`config.mk`:
```
export PLATFORM = sky130hd
export DESIGN_NAME = fc_layer_engine
export DESIGN_NICKNAME = d
export VERILOG_FILES = /design/src/rtl/fc_layer_engine_pkg.sv /design/src/rtl/fc_layer_engine_mac.sv /design/src/rtl/fc_layer_engine.sv
export SDC_FILE = /design/constraint.sdc
export NUM_CORES = 1
export LEC_CHECK = 0
export CAP_MARGIN = 25
export CORE_AREA = 10 10 137 108
export CTS_CLUSTER_SIZE = 40
export DETAILED_ROUTE_END_ITERATION = 6
export DIE_AREA = 0 0 147 118
export GPL_TIMING_DRIVEN = 0
export PLACE_DENSITY_LB_ADDON = 0.08
export SYNTH_ARGS = -nofsm -noshare
export SYNTH_HDL_FRONTEND = slang
export SYNTH_SLANG_ARGS = --single-unit
export TNS_END_PERCENT = 20
```
`constraint.sdc`:
```
create_clock -name clk -period 11.3 [get_ports clk]
set_input_delay 2.26 -clock clk [delete_from_list [all_inputs] [get_ports clk]]
set_output_delay 2.26 -clock clk [all_outputs]
set_load 0.01 [all_outputs]
```
`src/rtl/fc_layer_engine_pkg.sv`:
```
// fc_pkg: shared types and arithmetic helpers for the fully-connected layer engine.
// The helpers work on a 64-bit signed carrier so that one definition serves every
// parameterisation. Callers size-cast the result back to their own width.
package fc_pkg;

  typedef enum logic [2:0] {
    IDLE,
    MAC,
    DRAIN,
    ACT,
    WRITE,
    DONE
  } fc_state_t;

  localparam int FC_XW = 64;
  typedef logic signed [FC_XW-1:0] fc_wide_t;

  // Clamp v to the signed range of a w-bit two's complement value.
  function automatic fc_wide_t fc_sat(input fc_wide_t v, input int w);
    fc_wide_t hi;
    fc_wide_t lo;
    hi = (fc_wide_t'(1) <<< (w - 1)) - fc_wide_t'(1);
    lo = -hi - fc_wide_t'(1);
    if (v > hi) return hi;
    if (v < lo) return lo;
    return v;
  endfunction

  // Saturating add: the running sum pins at the w-bit limits instead of wrapping.
  function automatic fc_wide_t fc_sat_add(input fc_wide_t a, input fc_wide_t b, input int w);
    return fc_sat(a + b, w);
  endfunction

  // LUT index: scale the accumulator down and clamp it to a signed aw-bit value.
  // Then offset it by half the table so that the most negative value reads entry 0.
  function automatic fc_wide_t fc_lut_index(input fc_wide_t acc, input int shift, input int aw);
    return fc_sat(acc >>> shift, aw) + (fc_wide_t'(1) <<< (aw - 1));
  endfunction

endpackage

```
`src/rtl/fc_layer_engine_mac.sv`:
```
// fc_mac: signed multiply-accumulate with a saturating accumulator.
// The unsigned input element is zero-extended before the multiply.
// acc_nxt exposes the value the accumulator takes at the next edge. The caller can
// then register a value derived from the final sum on the same edge as the last add.
module fc_mac
  import fc_pkg::*;
#(
  parameter int IN_W  = 1,
  parameter int W_W   = 8,
  parameter int ACC_W = 25
) (
  input  logic                    clk,
  input  logic                    rst_n,
  input  logic                    clr,
  input  logic                    en,
  input  logic [IN_W-1:0]         a,
  input  logic signed [W_W-1:0]   b,
  output logic signed [ACC_W-1:0] acc_nxt
);

  localparam int PW = IN_W + W_W + 1;

  logic signed [PW-1:0]    a_ext;
  logic signed [PW-1:0]    b_ext;
  logic signed [PW-1:0]    prod;
  logic signed [ACC_W-1:0] acc;

  assign a_ext = $signed({{(PW - IN_W){1'b0}}, a});
  assign b_ext = {{(PW - W_W){b[W_W-1]}}, b};
  assign prod  = a_ext * b_ext;

  // Next accumulator value: clear wins over accumulate. Otherwise hold.
  always_comb begin
    acc_nxt = acc;
    if (clr) acc_nxt = '0;
    else if (en) acc_nxt = ACC_W'(fc_sat_add(fc_wide_t'(acc), fc_wide_t'(prod), ACC_W));
  end

  // Accumulator register.
  always_ff @(posedge clk or negedge rst_n) begin
    if (!rst_n) acc <= '0;
    else        acc <= acc_nxt;
  end

endmodule

```
`src/rtl/fc_layer_engine.sv`:
```
// fc_layer_engine: sequences one fully-connected layer of N_OUT neurons over N_IN inputs.
// For each neuron, the engine streams the inputs and weights through fc_mac,
// looks up the activation, and writes the result to the output RAM.
// Each neuron takes N_IN MAC cycles followed by DRAIN, ACT and WRITE.
// All outputs come from registers. The output-RAM write is registered from the WRITE
// cycle, so the write strobe lands together with the q_lut value that was captured.
// Build option: define FC_ARGMAX_EN to compile in the winner tracker (max_idx/max_val).
// Without it, both outputs are tied to 0.
module fc_layer_engine
  import fc_pkg::*;
#(
  parameter int N_IN   = 784,
  parameter int N_OUT  = 32,
  parameter int IN_W   = 1,
  parameter int W_W    = 8,
  parameter int ACC_W  = 25,
  parameter int LUT_AW = 11,
  parameter int ACT_W  = 8,
  parameter int SHIFT  = 6,
  localparam int IA_W  = (N_IN > 1) ? $clog2(N_IN) : 1,
  localparam int WA_W  = (N_IN * N_OUT > 1) ? $clog2(N_IN * N_OUT) : 1,
  localparam int OA_W  = (N_OUT > 1) ? $clog2(N_OUT) : 1
) (
  input  logic                  clk,
  input  logic                  rst_n,
  input  logic                  start,
  output logic                  busy,
  output logic                  done,
  output logic [IA_W-1:0]       addr_in,
  input  logic [IN_W-1:0]       q_in,
  output logic [WA_W-1:0]       addr_w,
  input  logic signed [W_W-1:0] q_w,
  output logic [LUT_AW-1:0]     addr_lut,
  input  logic [ACT_W-1:0]      q_lut,
  output logic [OA_W-1:0]       addr_out,
  output logic [ACT_W-1:0]      d_out,
  output logic                  we_out,
  output logic [OA_W-1:0]       max_idx,
  output logic [ACT_W-1:0]      max_val
);

  fc_state_t               state;
  fc_state_t               state_nxt;
  logic [OA_W-1:0]         o_cnt;
  logic                    data_vld;
  logic                    start_acc;
  logic                    last_i;
  logic                    last_o;
  logic                    mac_clr;
  logic                    lut_ld;
  logic                    wr_ld;
  logic signed [ACC_W-1:0] acc_nxt;
  logic [LUT_AW-1:0]       lut_nxt;

  assign start_acc = (state == IDLE) && start;
  // addr_in doubles as the input index i of the current neuron.
  assign last_i    = (addr_in == IA_W'(N_IN - 1));
  assign last_o    = (o_cnt == OA_W'(N_OUT - 1));

  fc_mac #(
    .IN_W  (IN_W),
    .W_W   (W_W),
    .ACC_W (ACC_W)
  ) u_mac (
    .clk     (clk),
    .rst_n   (rst_n),
    .clr     (mac_clr),
    .en      (data_vld),
    .a       (q_in),
    .b       (q_w),
    .acc_nxt (acc_nxt)
  );

  // The LUT address is formed from the sum that includes the final product.
  // This lets it be registered at the end of DRAIN and presented during ACT.
  assign lut_nxt = LUT_AW'(fc_lut_index(fc_wide_t'(acc_nxt), SHIFT, LUT_AW));

  // State register.
  always_ff @(posedge clk or negedge rst_n) begin
    if (!rst_n) state <= IDLE;
    else        state <= state_nxt;
  end

  // Next-state logic. start is honoured only in IDLE.
  always_comb begin
    state_nxt = state;
    case (state)
      IDLE:    if (start) state_nxt = MAC;
      MAC:     if (last_i) state_nxt = DRAIN;
      DRAIN:   state_nxt = ACT;
      ACT:     state_nxt = WRITE;
      WRITE:   state_nxt = last_o ? DONE : MAC;
      DONE:    state_nxt = IDLE;
      default: state_nxt = IDLE;
    endcase
  end

  // Per-state control strobes. Clearing in WRITE readies the MAC for the next neuron.
  always_comb begin
    mac_clr = 1'b0;
    lut_ld  = 1'b0;
    wr_ld   = 1'b0;
    case (state)
      IDLE:    mac_clr = 1'b1;
      DRAIN:   lut_ld  = 1'b1;
      WRITE: begin
        wr_ld   = 1'b1;
        mac_clr = 1'b1;
      end
      default: ;
    endcase
  end

  // Address counters, status flags and the registered output-RAM write.
  // The weight address just steps by one through every MAC cycle. The row base
  // (o*N_IN) falls out naturally, and it stops on the last element of the last row
  // so that it stays inside the ROM.
  always_ff @(posedge clk or negedge rst_n) begin
    if (!rst_n) begin
      addr_in  <= '0;
      addr_w   <= '0;
      o_cnt    <= '0;
      data_vld <= 1'b0;
      addr_lut <= '0;
      addr_out <= '0;
      d_out    <= '0;
      we_out   <= 1'b0;
      busy     <= 1'b0;
      done     <= 1'b0;
    end else begin
      // RAM data is valid one cycle after a MAC-cycle address.
      data_vld <= (state == MAC);
      busy     <= (state_nxt != IDLE) && (state_nxt != DONE);
      done     <= (state_nxt == DONE);
      we_out   <= wr_ld;
      if (start_acc) begin
        addr_in <= '0;
        addr_w  <= '0;
        o_cnt   <= '0;
      end else if (state == MAC) begin
        addr_in <= last_i ? '0 : addr_in + 1'b1;
        if (!(last_i && last_o)) addr_w <= addr_w + 1'b1;
      end else if (wr_ld && !last_o) begin
        o_cnt <= o_cnt + 1'b1;
      end
      if (lut_ld) addr_lut <= lut_nxt;
      if (wr_ld) begin
        addr_out <= o_cnt;
        d_out    <= q_lut;
      end
    end
  end

`ifdef FC_ARGMAX_EN
  // Winner tracker. Neuron 0 always seeds it, and a later neuron must be strictly
  // greater to take over, so ties keep the lower index.
  always_ff @(posedge clk or negedge rst_n) begin
    if (!rst_n) begin
      max_idx <= '0;
      max_val <= '0;
    end else if (start_acc) begin
      max_idx <= '0;
      max_val <= '0;
    end else if (wr_ld && ((o_cnt == '0) || (q_lut > max_val))) begin
      max_idx <= o_cnt;
      max_val <= q_lut;
    end
  end
`else
  assign max_idx = '0;
  assign max_val = '0;
`endif

endmodule

```
; ---- Yosys cells after proc, flatten, opt, wreduce, memory -nomap -nowiden
; Cells that the tools add are included.
[classes]
add_sub_neg = 5
multipliers = 1
magnitude_cmp = 4
eq_ne = 10
n_mux = 36
n_reduce_logical = 13
[ops]
columns = cell, count
row1 = $mux 25, 6
row2 = $mux 15, 3
row3 = $mux 11, 4
row4 = $mux 10, 3
row5 = $add 25x10->26, 1
row6 = $gt 26x25->1 const B, 1
row7 = $lt 26x25->1 const B, 1
row8 = $gt 19x11->1 const B, 1
row9 = $lt 19x11->1 const B, 1
row10 = $add 15x1->15 const B, 1
row11 = $mux 5, 3
row12 = $pmux 3 s5, 1
row13 = $mux 1, 13
row14 = $add 11x11->11 const B, 1
row15 = $add 10x1->10 const B, 1
row16 = $eq 10x10->1 const B, 1
row17 = $mul 2x8->10, 1
row18 = $mux 3, 3
row19 = $eq 3x2->1 const B, 2
row20 = $eq 3x3->1 const B, 2
row21 = $reduce_bool 2->1, 3
row22 = $add 5x1->5 const B, 1
row23 = $eq 5x5->1 const B, 1
row24 = $logic_and 1x1->1, 4
row25 = 8 further kinds, 10
[totals]
register_bits = 86
input_bits = 20
out_inout_bits = 65
word_cells = 82

; ---- Depth between registers and ports, before layout
[logic_depth]
word_depth = 19
mapped_depth = 19
depth_no_buf = 16

; ---- Cells and area by module
; A second synthesis with hierarchy kept.
[unflattened]
hier_cells = 678
hier_area_um2 = 6164.7
[by_module_without_submodules]
columns = module, instances, cells_each, area_each_um2
row1 = fc_mac, 1, 375, 3160.5
row2 = fc_layer_engine, 1, 303, 3004.1

; ---- Worst setup path before layout
; OpenSTA, ideal clock, no wires.
[synth_timing]
path_type = in2reg
startpoint = input q_w[7]
endpoint = register addr_lut[0]
setup_time_ps = 159
arrival_time_ps = 6146
path_slack_ps = 4995
cell_stages = 18
path_cell_list = clkbuf_1 > nand2_1 > clkbuf_1 > xnor2_1 > ha_1 > clkbuf_1 > a21oi_1 > o21ai_1 > a311o_1 > nand2_1 > a31oi_4 > o21a_1 > buf_6 > maj3_2 > o21ai_4 > nand3b_2 > o41ai_4 > o311ai_1
[synth_between]
elab_chain_cells = 17
elab_cells_between_ends = 25
cone_classes = add/sub (2) / mul (1) / order compare (4) / mux (18)
[synth_rtl]
columns = item, line_no
row1 = from (decl), fc_layer_engine.sv:32  ; input logic signed [W_W-1:0] q_w,
row2 = $mul 2x8->10 (*), fc_layer_engine_mac.sv:30  ; assign prod = a_ext * b_ext;
row3 = $add 25x10->26 (*), fc_layer_engine_pkg.sv:31  ; return fc_sat(a + b, w);
row4 = $lt 26x25->1, fc_layer_engine_pkg.sv:25  ; if (v < lo) return lo;
row5 = $mux 1 (2 in series), fc_layer_engine_pkg.sv:25
row6 = $mux 1, fc_layer_engine_mac.sv:36  ; else if (en) acc_nxt = ACC_W'(fc_sat_add(fc_wide_t'(acc), fc_wide_t'(prod), ACC_W));
row7 = $mux 1, fc_layer_engine_mac.sv:35  ; if (clr) acc_nxt = '0;
row8 = $mux 25, fc_layer_engine_pkg.sv:26  ; return v;
row9 = $mux 25 (*), fc_layer_engine_pkg.sv:25
row10 = $mux 25 (*), fc_layer_engine_mac.sv:36
row11 = $mux 25 (*), fc_layer_engine_mac.sv:35
row12 = $lt 19x11->1, fc_layer_engine_pkg.sv:25
row13 = $mux 1 (2 in series), fc_layer_engine_pkg.sv:25
row14 = $mux 11, fc_layer_engine_pkg.sv:26
row15 = $mux 11 (*), fc_layer_engine_pkg.sv:25
row16 = $add 11x11->11 (*), fc_layer_engine_pkg.sv:37  ; return fc_sat(acc >>> shift, aw) + (fc_wide_t'(1) <<< (aw - 1));
row17 = to (signal assigned), fc_layer_engine.sv:146  ; if (lut_ld) addr_lut <= lut_nxt;
row18 = to (decl), fc_layer_engine.sv:33  ; output logic [LUT_AW-1:0] addr_lut,
; Mark *: on every way between the ends. The rest lies on a longest branch, timed or not. The select of a mux whose other input is x is not followed.
; A chain may end at the register's enable or synchronous reset.

; ---- Worst setup path after layout
[layout_timing]
startpoint = input q_w[7]
endpoint = register addr_lut[4]
; The elaborated chain is that of the path after synthesis.

==> results.env <==
GRT_PASS1_WL_UM=25900
DRCVIOLATIONCOUNT=0
HOLD_BUFFERS=0
PORT-BUFFER-COUNT=69
POST_SYNTH_EDFFS=0
AREA_DELTA_SYNTH_FINAL_PCT=22.0
SYN-MEAN-INSTANCE-AREA_UM2=9.08
TIMING.CRITICAL_PATH.REQUIRED_NS=11.53
KIND_OF_END_POINT_OF_THE_CRITICAL_PATH='flop'
DETAILEDROUTE.FIRSTITERATIONVIOLATIONS=515
FINAL_PERIOD_MINUS_WORST_SETUP_SLACK_NS=6.86
YOSYS_WARNINGS=0
CRITPATHLAUNCHTYPE='input pin'
CTS_TREE='built'
CTSRESIZECOUNT=0
FIRST_PASS_ITERS=5
MAX_CLOCK_FREQ_MHz=146
DIE_HEIGHT_UM=118
HOLD-WORST-SLACK_NS=0.489
VIAS_PER_CELL=5.67
STATIC-LEAKAGE-POWER_nW=3.17
POST_LAYOUT_INSTANCE_COUNT_EXCLUDING_FILLER_CELLS=916
PEAK_FANOUT_ALONG_THE_CRITICAL_PATH=10
CTS-BUFFERS-INSERTED=9
GRT_SETUP_UNREPAIRED='no'
TOP_USAGE_LAYER='met2'
YOSYS.AREA.TOP_TYPE_SHARE_PCT=36.3
FF_LATCH_AREA_UM2=2150
SLEW_HEADROOM_PCT=36.3
INITIAL_ANTENNA_VIOLATION_COUNT=0
MIN_PERIOD_OVER_PERIOD_PCT=60.7
WORST_CLOCK_SKEW_NS=0.0126
SYNTH_SEQ_AREA_SHARE_PCT=36.3
SYN_AREA_UM2=5920
POST-ROUTE-WORST-SETUP-SLACK_NS=4.44
WL_UM=15700
GRT_START_MAX_NET_PINS=73
SYNTHESIS.INSTANCES=652
DIE_WIDTH_UM=147
REPORT.FINAL.HOLD_VIOL_COUNT=0
PEAKVDDDROP_mV=0.111
SYNTH_TOP_CELL_BY_AREA='dfrtp_1'
CLK_PIN_SLEW_WORST_PATHS_NS=0.06
PLACE.GP.CONGESTION=0.882
KIND_OF_CRITICAL_PATH='in -> reg'
TIMING_MAX_TRANSITION_VIOLATIONS_FINAL=0
CLK_PATH_BUF_DEPTH=2
IO-PIN-COUNT=85
AVGROUTEDWIREPERCELL_UM=17.1
MULTIINPUTGATEAREA_UM2=3540
INITIAL_UTILIZATION_PCT=49.2
DP_SLACK_NS=4.15
DESIGN.DIE.AREA_UM2=17300
FRACTION_OF_MET3_TRACKS_USED_BY_GLOBAL_ROUTING_PCT=4.69
HOLDCRITPATHCLASS='reg -> reg'
SYNTH_COMMON_CELLS='dfrtp_1, o21ai_0, nor2_1'
SETUP_VIOL=0
SYNTH_FLOP_CELL='dfrtp_1'
NETS=802
VIA_COUNT=5198
NUMBER_OF_CLOCK_SINKS=86
GLOBALROUTEMET1UTIL_PCT=25.5
GR-USAGE-MET2_PCT=26.4
DP_HPWL_UM=12200
GLOBAL_ROUTE.OVERFLOW_TOTAL=0
SYNTHMOSTINSTANTIATEDCELL='dfrtp_1'
CORE_REGION_AREA_UM2=12000
ROWS=35
CLK_ROOT_BUFFER_CELL='clkbuf_16'
FIN_TNS_SETUP_NS=0
SYNTH_ASYNC_SR_FLOP_SHARE_PCT=100
RUN_STATUS='finished clean'
FINALCOREUTILIZATION_PCT=60.0
POSTSYNTHREGISTERBITS=86
WORST_SKEW_PAIR.LATE_LATENCY_NS=0.34
ANTENNA-DIODE-COUNT=0
POWER_PER_CELL_AREA_nW_PER_UM2=218
SYNTH.TOP_CELLS.BY_AREA='dfrtp_1, ha_1, o21ai_0, xnor2_1, a21oi_1'
POST-PLACE-CELLS=900
SIGNAL_ARRIVAL_TIME_AT_THE_WORST_ENDPOINT_NS=7.09
LAYOUT-DRIVE-GT1-SHARE_PCT=9.33
POST_CTS.REPAIR.SETUP_BUFFERS=0
FILLERINSTANCES=1009
VIA_COUNT_OF_THE_FIRST_GLOBAL_ROUTING_PASS=5042
WORST_PIN_SLEW_NS=0.953
DRV.MAX_CAP_VIOLATION_COUNT=0
ANTENNA_VIOLATING_NETS_POST_ROUTE=0
CLOCK_TREE.HTREE_LEVEL_COUNT=3
NETLIST-CELL-TYPE-COUNT=70
GLOBAL_ROUTE.USAGE.TOTAL_PCT=17.8
[power breakdown]
part	internal [mW]	switching, mW	total (mW)
clock network	0.206	0.119	0.325
logic	0.336	0.509	0.845
registers	0.362	0.0469	0.409
[metal layers]
metal,vias up,share of wire [%]
met5,-,0
met4,0,0.83
li1,2527,-
met3,10,6.6
met1,2484,50
met2,177,43
[worst max-delay path, cell delays in order]
cell,delay (ns)
clkbuf_1,0.17
nand2_1,0.39
clkbuf_1,0.58
xnor2_1,0.14
ha_1,0.31
buf_2,0.17
a21oi_1,0.23
o21ai_1,0.17
o21bai_1,0.18
a31oi_1,0.29
o31ai_4,0.16
xnor2_1,0.72
maj3_2,0.35
a31oi_2,0.13
nor3b_2,0.26
a41oi_4,0.24
o311ai_1,0.33
[stage by stage]
| step | cell area, um^2 | total power [mW] |
|---|---|---|
| after global placement | 6870 | 1.22 |
| after CTS | 7230 | 1.58 |
| after global routing | 7230 | 1.70 |
| after detailed placement | 6890 | 1.25 |
| final | 7230 | 1.58 |
| after floorplan | 5970 | 1.06 |
[worst paths after layout]
check                                   from      endpoint  slack, ns  cells past startpoint
worst max-delay path                  q_w[7]   addr_lut[4]       4.44                     17
worst min-delay path            addr_lut[10]  addr_lut[10]       0.49                      1
worst max register to register  u_mac.acc[1]   addr_lut[4]       6.79                     16
worst min register to register  addr_lut[10]  addr_lut[10]       0.49                      1
max in group asynchronous              rst_n    addr_w[11]       8.92                      2
min in group asynchronous              rst_n   addr_out[4]       1.78                      1
[sequential cells by signal, summed over array words and instances, names as in the netlist]
| register | count |
|---|---|
| addr_w | 15 |
| state | 3 |
| we_out | 1 |
| u_mac.acc | 25 |
| done | 1 |
| addr_lut | 11 |
| busy | 1 |
| o_cnt | 5 |
| addr_in | 10 |
| addr_out | 5 |
| data_vld | 1 |
| d_out | 8 |
[placed cells by master (no fill, tap or decap), types with 8 or more instances in the layout]
master and instances:
dfrtp_1 86, clkdlybuf4s50_1 68, o21ai_0 61, nor2_1 52, nand2_1 50, a21oi_1 46, ha_1 36, xnor2_1 30
and3_1 28, clkbuf_1 27, xor2_1 23, nand3_1 21, inv_1 15, buf_4 14, nand4_1 13, mux2_2 13
conb_1 13, o311ai_1 11, and2_1 9, o22ai_1 9, clkbuf_16 9, maj3_1 8
[cell families after synthesis]
| group | share of synthesized area, % |
|---|---|
| AOI/OAI and AO/OA | 21.4 |
| xor gates and xnor gates | 8.11 |
| adders and majority gates | 9.67 |
| buffers and inverters | 4.71 |
| DFF | 36.3 |
| muxes | 2.81 |
| other | 0.0633 |
| and+or+nand+nor | 16.9 |
[area by class of cell]
class                   count  share of cell area, %
plain buffers              44                   3.08
repair buffers             70                   9.90
clock buffers              11                   3.50
well taps                 166                   2.87
inverters                  15                  0.779
multi-input cells         519                   49.0
clock inverters             5                   1.13
flip-flops and latches     86                   29.8
Note: power is estimated with default switching activity, not from simulation.
